File: src/rtl/truth_table_probe.sv
// Truth-table probe: sweeps every input vector into an external combinational block,
// majority-samples its output per vector and assembles the hex truth-table code.
module truth_table_probe #(
  parameter int N_IN          = 3,
  parameter int SETTLE_CYCLES = 4,
  parameter int SAMPLES       = 3
) (
  input  logic                 clk_i,
  input  logic                 rst_n_i,
  input  logic                 start_i,
  input  logic                 abort_i,
  input  logic                 dut_out_i,
  output logic [N_IN-1:0]      drive_in_o,
  output logic                 busy_o,
  output logic                 done_o,
  output logic [(1<<N_IN)-1:0] tt_o,
  output logic                 tt_valid_o,
  output logic                 glitch_o
);

  localparam int TT_W    = 1 << N_IN;
  localparam int VEC_W   = N_IN + 1;
  localparam int CNT_MAX = (SETTLE_CYCLES > SAMPLES) ? SETTLE_CYCLES : SAMPLES;
  localparam int CNT_W   = $clog2(CNT_MAX + 1);
  localparam int ONES_W  = $clog2(SAMPLES + 1);

  localparam logic [CNT_W-1:0]  SETTLE_LAST = CNT_W'(SETTLE_CYCLES - 1);
  localparam logic [CNT_W-1:0]  SAMPLE_LAST = CNT_W'(SAMPLES - 1);
  localparam logic [ONES_W-1:0] ONES_HALF   = ONES_W'(SAMPLES / 2);
  localparam logic [ONES_W-1:0] ONES_FULL   = ONES_W'(SAMPLES);
  localparam logic [VEC_W-1:0]  VEC_LAST    = VEC_W'(TT_W - 1);

  typedef enum logic [1:0] {
    IDLE,
    SETTLE,
    SAMPLE,
    FINISH
  } state_e;

  state_e            state_q;
  logic [VEC_W-1:0]  vec_q;
  logic [VEC_W-1:0]  vec_d;
  logic [CNT_W-1:0]  phaseCnt_q;
  logic [ONES_W-1:0] ones_q;
  logic [ONES_W-1:0] ones_d;
  logic [N_IN-1:0]   drive_q;
  logic              busy_q;
  logic              done_q;
  logic [TT_W-1:0]   tt_q;
  logic [TT_W-1:0]   tt_d;
  logic [TT_W-1:0]   ttMask;
  logic              ttValid_q;
  logic              glitch_q;
  logic              glitch_d;
  logic              vote;
  logic              split;
  logic              lastVec;
  logic              lastSettle;
  logic              lastSample;

  // ones_d includes the sample being taken this cycle, so the final vote needs no extra cycle
  always_comb begin
    ones_d     = ones_q + ONES_W'(dut_out_i);
    vote       = (ones_d > ONES_HALF);
    split      = (ones_d != '0) && (ones_d != ONES_FULL);
    vec_d      = vec_q + VEC_W'(1);
    lastVec    = (vec_q == VEC_LAST);
    lastSettle = (phaseCnt_q == SETTLE_LAST);
    lastSample = (phaseCnt_q == SAMPLE_LAST);
    ttMask     = '0;
    for (int i = 0; i < TT_W; i++) begin
      ttMask[i] = (vec_q == VEC_W'(TT_W - 1 - i));
    end
    tt_d     = vote ? (tt_q | ttMask) : (tt_q & ~ttMask);
    glitch_d = glitch_q | split;
  end

  always_ff @(posedge clk_i) begin
    if (!rst_n_i) begin
      state_q    <= IDLE;
      vec_q      <= '0;
      phaseCnt_q <= '0;
      ones_q     <= '0;
      drive_q    <= '0;
      busy_q     <= 1'b0;
      done_q     <= 1'b0;
      tt_q       <= '0;
      ttValid_q  <= 1'b0;
      glitch_q   <= 1'b0;
    end else begin
      done_q <= 1'b0;
      case (state_q)
        IDLE: begin
          if (start_i && !abort_i) begin
            state_q    <= SETTLE;
            vec_q      <= '0;
            phaseCnt_q <= '0;
            ones_q     <= '0;
            drive_q    <= '0;
            busy_q     <= 1'b1;
            tt_q       <= '0;
            ttValid_q  <= 1'b0;
            glitch_q   <= 1'b0;
          end
        end

        SETTLE: begin
          if (abort_i) begin
            state_q    <= IDLE;
            phaseCnt_q <= '0;
            ones_q     <= '0;
            drive_q    <= '0;
            busy_q     <= 1'b0;
          end else if (lastSettle) begin
            state_q    <= SAMPLE;
            phaseCnt_q <= '0;
          end else begin
            phaseCnt_q <= phaseCnt_q + CNT_W'(1);
          end
        end

        SAMPLE: begin
          if (abort_i) begin
            state_q    <= IDLE;
            phaseCnt_q <= '0;
            ones_q     <= '0;
            drive_q    <= '0;
            busy_q     <= 1'b0;
          end else if (lastSample) begin
            tt_q       <= tt_d;
            glitch_q   <= glitch_d;
            ones_q     <= '0;
            phaseCnt_q <= '0;
            if (lastVec) begin
              state_q   <= FINISH;
              done_q    <= 1'b1;
              ttValid_q <= 1'b1;
              busy_q    <= 1'b0;
              drive_q   <= '0;
            end else begin
              state_q <= SETTLE;
              vec_q   <= vec_d;
              drive_q <= vec_d[N_IN-1:0];
            end
          end else begin
            ones_q     <= ones_d;
            phaseCnt_q <= phaseCnt_q + CNT_W'(1);
          end
        end

        FINISH: begin
          state_q <= IDLE;
        end

        default: begin
          state_q <= IDLE;
          busy_q  <= 1'b0;
          drive_q <= '0;
        end
      endcase
    end
  end

  assign drive_in_o = drive_q;
  assign busy_o     = busy_q;
  assign done_o     = done_q;
  assign tt_o       = tt_q;
  assign tt_valid_o = ttValid_q;
  assign glitch_o   = glitch_q;

endmodule

File: config.mk
export PLATFORM = sky130hd
export DESIGN_NAME = truth_table_probe
export DESIGN_NICKNAME = d
export VERILOG_FILES = /design/src/rtl/truth_table_probe.sv
export SDC_FILE = /design/constraint.sdc
export NUM_CORES = 1
export LEC_CHECK = 0
export CAP_MARGIN = 20
export CORE_MARGIN = 4
export CORE_UTILIZATION = 50
export DETAILED_ROUTE_END_ITERATION = 8
export PLACE_DENSITY = 0.82
export SLEW_MARGIN = 40
export SYNTH_ARGS = -nofsm -noshare
export SYNTH_HDL_FRONTEND = slang
export SYNTH_SLANG_ARGS = --single-unit
File: constraint.sdc
create_clock -name clk_i -period 2.15 [get_ports clk_i]
set_input_delay 0.43 -clock clk_i [delete_from_list [all_inputs] [get_ports clk_i]]
set_output_delay 0.43 -clock clk_i [all_outputs]
set_load 0.1 [all_outputs]
==> results of run 1 <==
==> final cells by class <==
class / count / area (um^2) / share of cell area [%]
Multi-Input combinational cell: 141 / 958 / 50.2
Sequential cell: 26 / 520 / 27.3
Timing Repair Buffer: 35 / 273 / 14.3
Tap cell: 44 / 55.1 / 2.89
Inverter: 13 / 48.8 / 2.56
Clock inverter: 1 / 30.0 / 1.57
Clock buffer: 3 / 22.5 / 1.18
==> stage by stage <==
stage / std cells / setup TNS, ps / utilization, %
floorplan: 188 / 0 / -
global placement: 259 / 0 / 61.3
detailed placement: 259 / -6.27 / 61.3
CTS: 263 / 0 / 63.0
global route: 263 / 0 / 63.0
finish: 263 / 0 / 63.0
==> layer usage <==
| metal | vias up | GRT usage (%) |
|---|---|---|
| met5 | - | 0 |
| met4 | 0 | 7.28 |
| met3 | 4 | 2.28 |
| met2 | 20 | 33.2 |
| met1 | 700 | 24.3 |
| li1 | 741 | - |
==> placed cells by master, fill, tap and decap left out, drive strengths merged, types with 4 or more instances in the layout <==
master and n:
nand3 7, dfxtp 26, nor2 8, buf 31, nand2 17, nand2b 7
a21oi 18, inv 13, nand4 4, ha 14, o21ai 16, a21o 6
clkdlybuf4s50 4
==> critical path, cell delays in order (launching register included) <==
cell     delay, ps
dfxtp_1        400
inv_1          100
ha_1           270
buf_4          190
a211o_1        270
or4_1          480
a21oi_1        160
==> sequential cells by signal, summed over array words and instances, names as in the netlist <==
| name | flops |
|---|---|
| tt_o | 8 |
| vec_q | 4 |
| drive_in_o | 3 |
| phaseCnt_q | 3 |
| ones_q | 2 |
| state_q | 2 |
| busy_o | 1 |
| done_o | 1 |
| glitch_o | 1 |
| tt_valid_o | 1 |
==> cells by family (layout without fill, tap and decap cells) <==
group / Yosys count / after routing / share of synthesized area [%]
AOI/OAI and AO/OA: 61 / 61 / 26.5
DFF: 26 / 26 / 33.3
adders and majority gates: 14 / 14 / 11.2
buffers and inverters: 21 / 52 / 5.52
and+or+nand+nor: 63 / 63 / 21.9
xor gates and xnor gates: 3 / 3 / 1.68
==> power by group through the flow <==
| stage | Combinational [mW] | Clock [mW] | Sequential (mW) |
|---|---|---|---|
| floorplan | 0.158 | 0 | 0.555 |
| global placement | 0.295 | 0 | 0.512 |
| detailed placement | 0.300 | 0 | 0.513 |
| CTS | 0.300 | 0.347 | 0.502 |
| global route | 0.334 | 0.365 | 0.503 |
| finish | 0.303 | 0.341 | 0.502 |
==> final timing paths <==
kind	to	slack, ps	cells after the start
setup / recovery	drive_in_o[1]$_SDFFE_PN0P_	200	6
hold / removal	ones_q[0]$_SDFFE_PN0P_	470	2
hold reg to reg	ones_q[0]$_SDFFE_PN0P_	470	2
setup reg to reg	drive_in_o[1]$_SDFFE_PN0P_	200	6
==> metrics.yaml, run 1 <==
hpwl_um: 2760
synth-seq-cells: 26
syn_area_per_cell_um2: 8.33
overflow: 0
drive_gt1_share_pct: 17.8
postSynth.asyncResetShare_pct: 0
wl_per_cell_um: 13.5
ys_seq_area_share_pct: 33.3
yosysTopAreaCell: "dfxtp_1"
hold_start: "ones_q[0]$_SDFFE_PN0P_"
areaGrowthSynthToFinish_pct: 21.9
post_drt_via_cell_ratio: 5.57
post_cts_buffers: 0
cts_tree: "yes"
dr_wl_met3_um: 116
cts_buffers: 3
die-area_um2: 4090
antenna_found_initial: 0
grt_max_degree: 16
cp-end-kind: "register"
total_power_mw: 1.15
wl_met1_um: 1700
yosys.area.top_type_share_pct: 33.3
initialDrtViolationCount: 95
route.vias.total: 1465
core.rowCount: 20
finalHoldViolations: 0
pwr-share-comb_pct: 26.4
p_clk_share_pct: 29.8
antenna_cells: 0
seqPwrFrac_pct: 43.8
grt_usage_pct: 19.2
h-tree-depth: 1
grt_pass1_wl_um: 6390
vdd_drop_max_mv: 0.344
leakagePower_nw: 0.814
ys_warn_count: 0
cts_resized: 0
hp-class: "register to register"
detailed_place.area_um2: 1860
ctsHoldBuffers: 0
cp_data_arrival_time_ps: 2200
cts-root-buf: "clkbuf_4"
topRoutingLayerUsed: "met4"
drt_first_pass_iters: 4
fin_hold_ws_ps: 473
cp_max_fo: 8
synth_edf_count: 0
power.density_nw_per_um2: 601
criticalPathCategory: "register to register"
cts.path.max_buffers: 2
nFillCells: 284
synthDistinctLibCells: 45
maxCapViolCount: 0
fin_area_um2: 1910
syn-cell-area_um2: 1570
ys.flop_type: "dfxtp_1"
clock_sinks: 26
rsz0062_at_grt: "no"
fmax_ghz: 0.513
maxSlewHeadroom_pct: 74.8
worst_pin_slew_ps: 377
synth_common_cells: "26 x dfxtp_1, 18 x a21oi_1, 17 x nand2_1, 16 x o21ai_0, 14 x ha_1"
path_clk_slew_ps: 160
crit_required_ps: 2400
layout.nets: 239
reg2reg_from: "state_q[0]$_SDFFE_PN0P_"
fin_crit_ps: 1950
synth_fp_nets: 207
fin_crit_sh_pct: 90.6
start_util_pct: 51.7
startpoint_type: "register"
outcome: "finished, final reports clean"
skew_ps: 26.6
worst_slack_ps: 202
grt_pass1_vias: 1441
crit_start: "state_q[0]$_SDFFE_PN0P_"
postRouteAntennaNets: 0
die_w_um: 64.0
synth_area_leaders: "dfxtp_1 33%, ha_1 11%, a21oi_1 5.8%"
report.final.setup_viol: 0
p_switching_mw: 0.350
coreArea_um2: 3030
drcViolationCount: 0
finalMaxSlewViolations: 0
p_int_mw: 0.796
wirelength_um: 3550
p_sw_share_pct: 30.5
clk-insertion-delay-late_ps: 340
io_pins: 20
met2_wirelength_um: 1690
yosysMostFrequentCell: "dfxtp_1"
portBuffers: 19
die_h_um: 64.0
syn_inst: 188
place_ws_ps: -6.27
globalplace.congestion: 0.916
No activity file was read; power rests on OpenSTA's default activity.
==> inputs of run 2 (changes only) <==
--- a/config.mk
+++ b/config.mk
@@ -10,6 +10,7 @@
 export CORE_UTILIZATION = 50
 export DETAILED_ROUTE_END_ITERATION = 8
 export PLACE_DENSITY = 0.82
+export SKIP_LAST_GASP = 1
 export SLEW_MARGIN = 40
 export SYNTH_ARGS = -nofsm -noshare
 export SYNTH_HDL_FRONTEND = slang
==> results of run 2 <==
No change in the layout: final DEF, timing and power equal those of run 1.
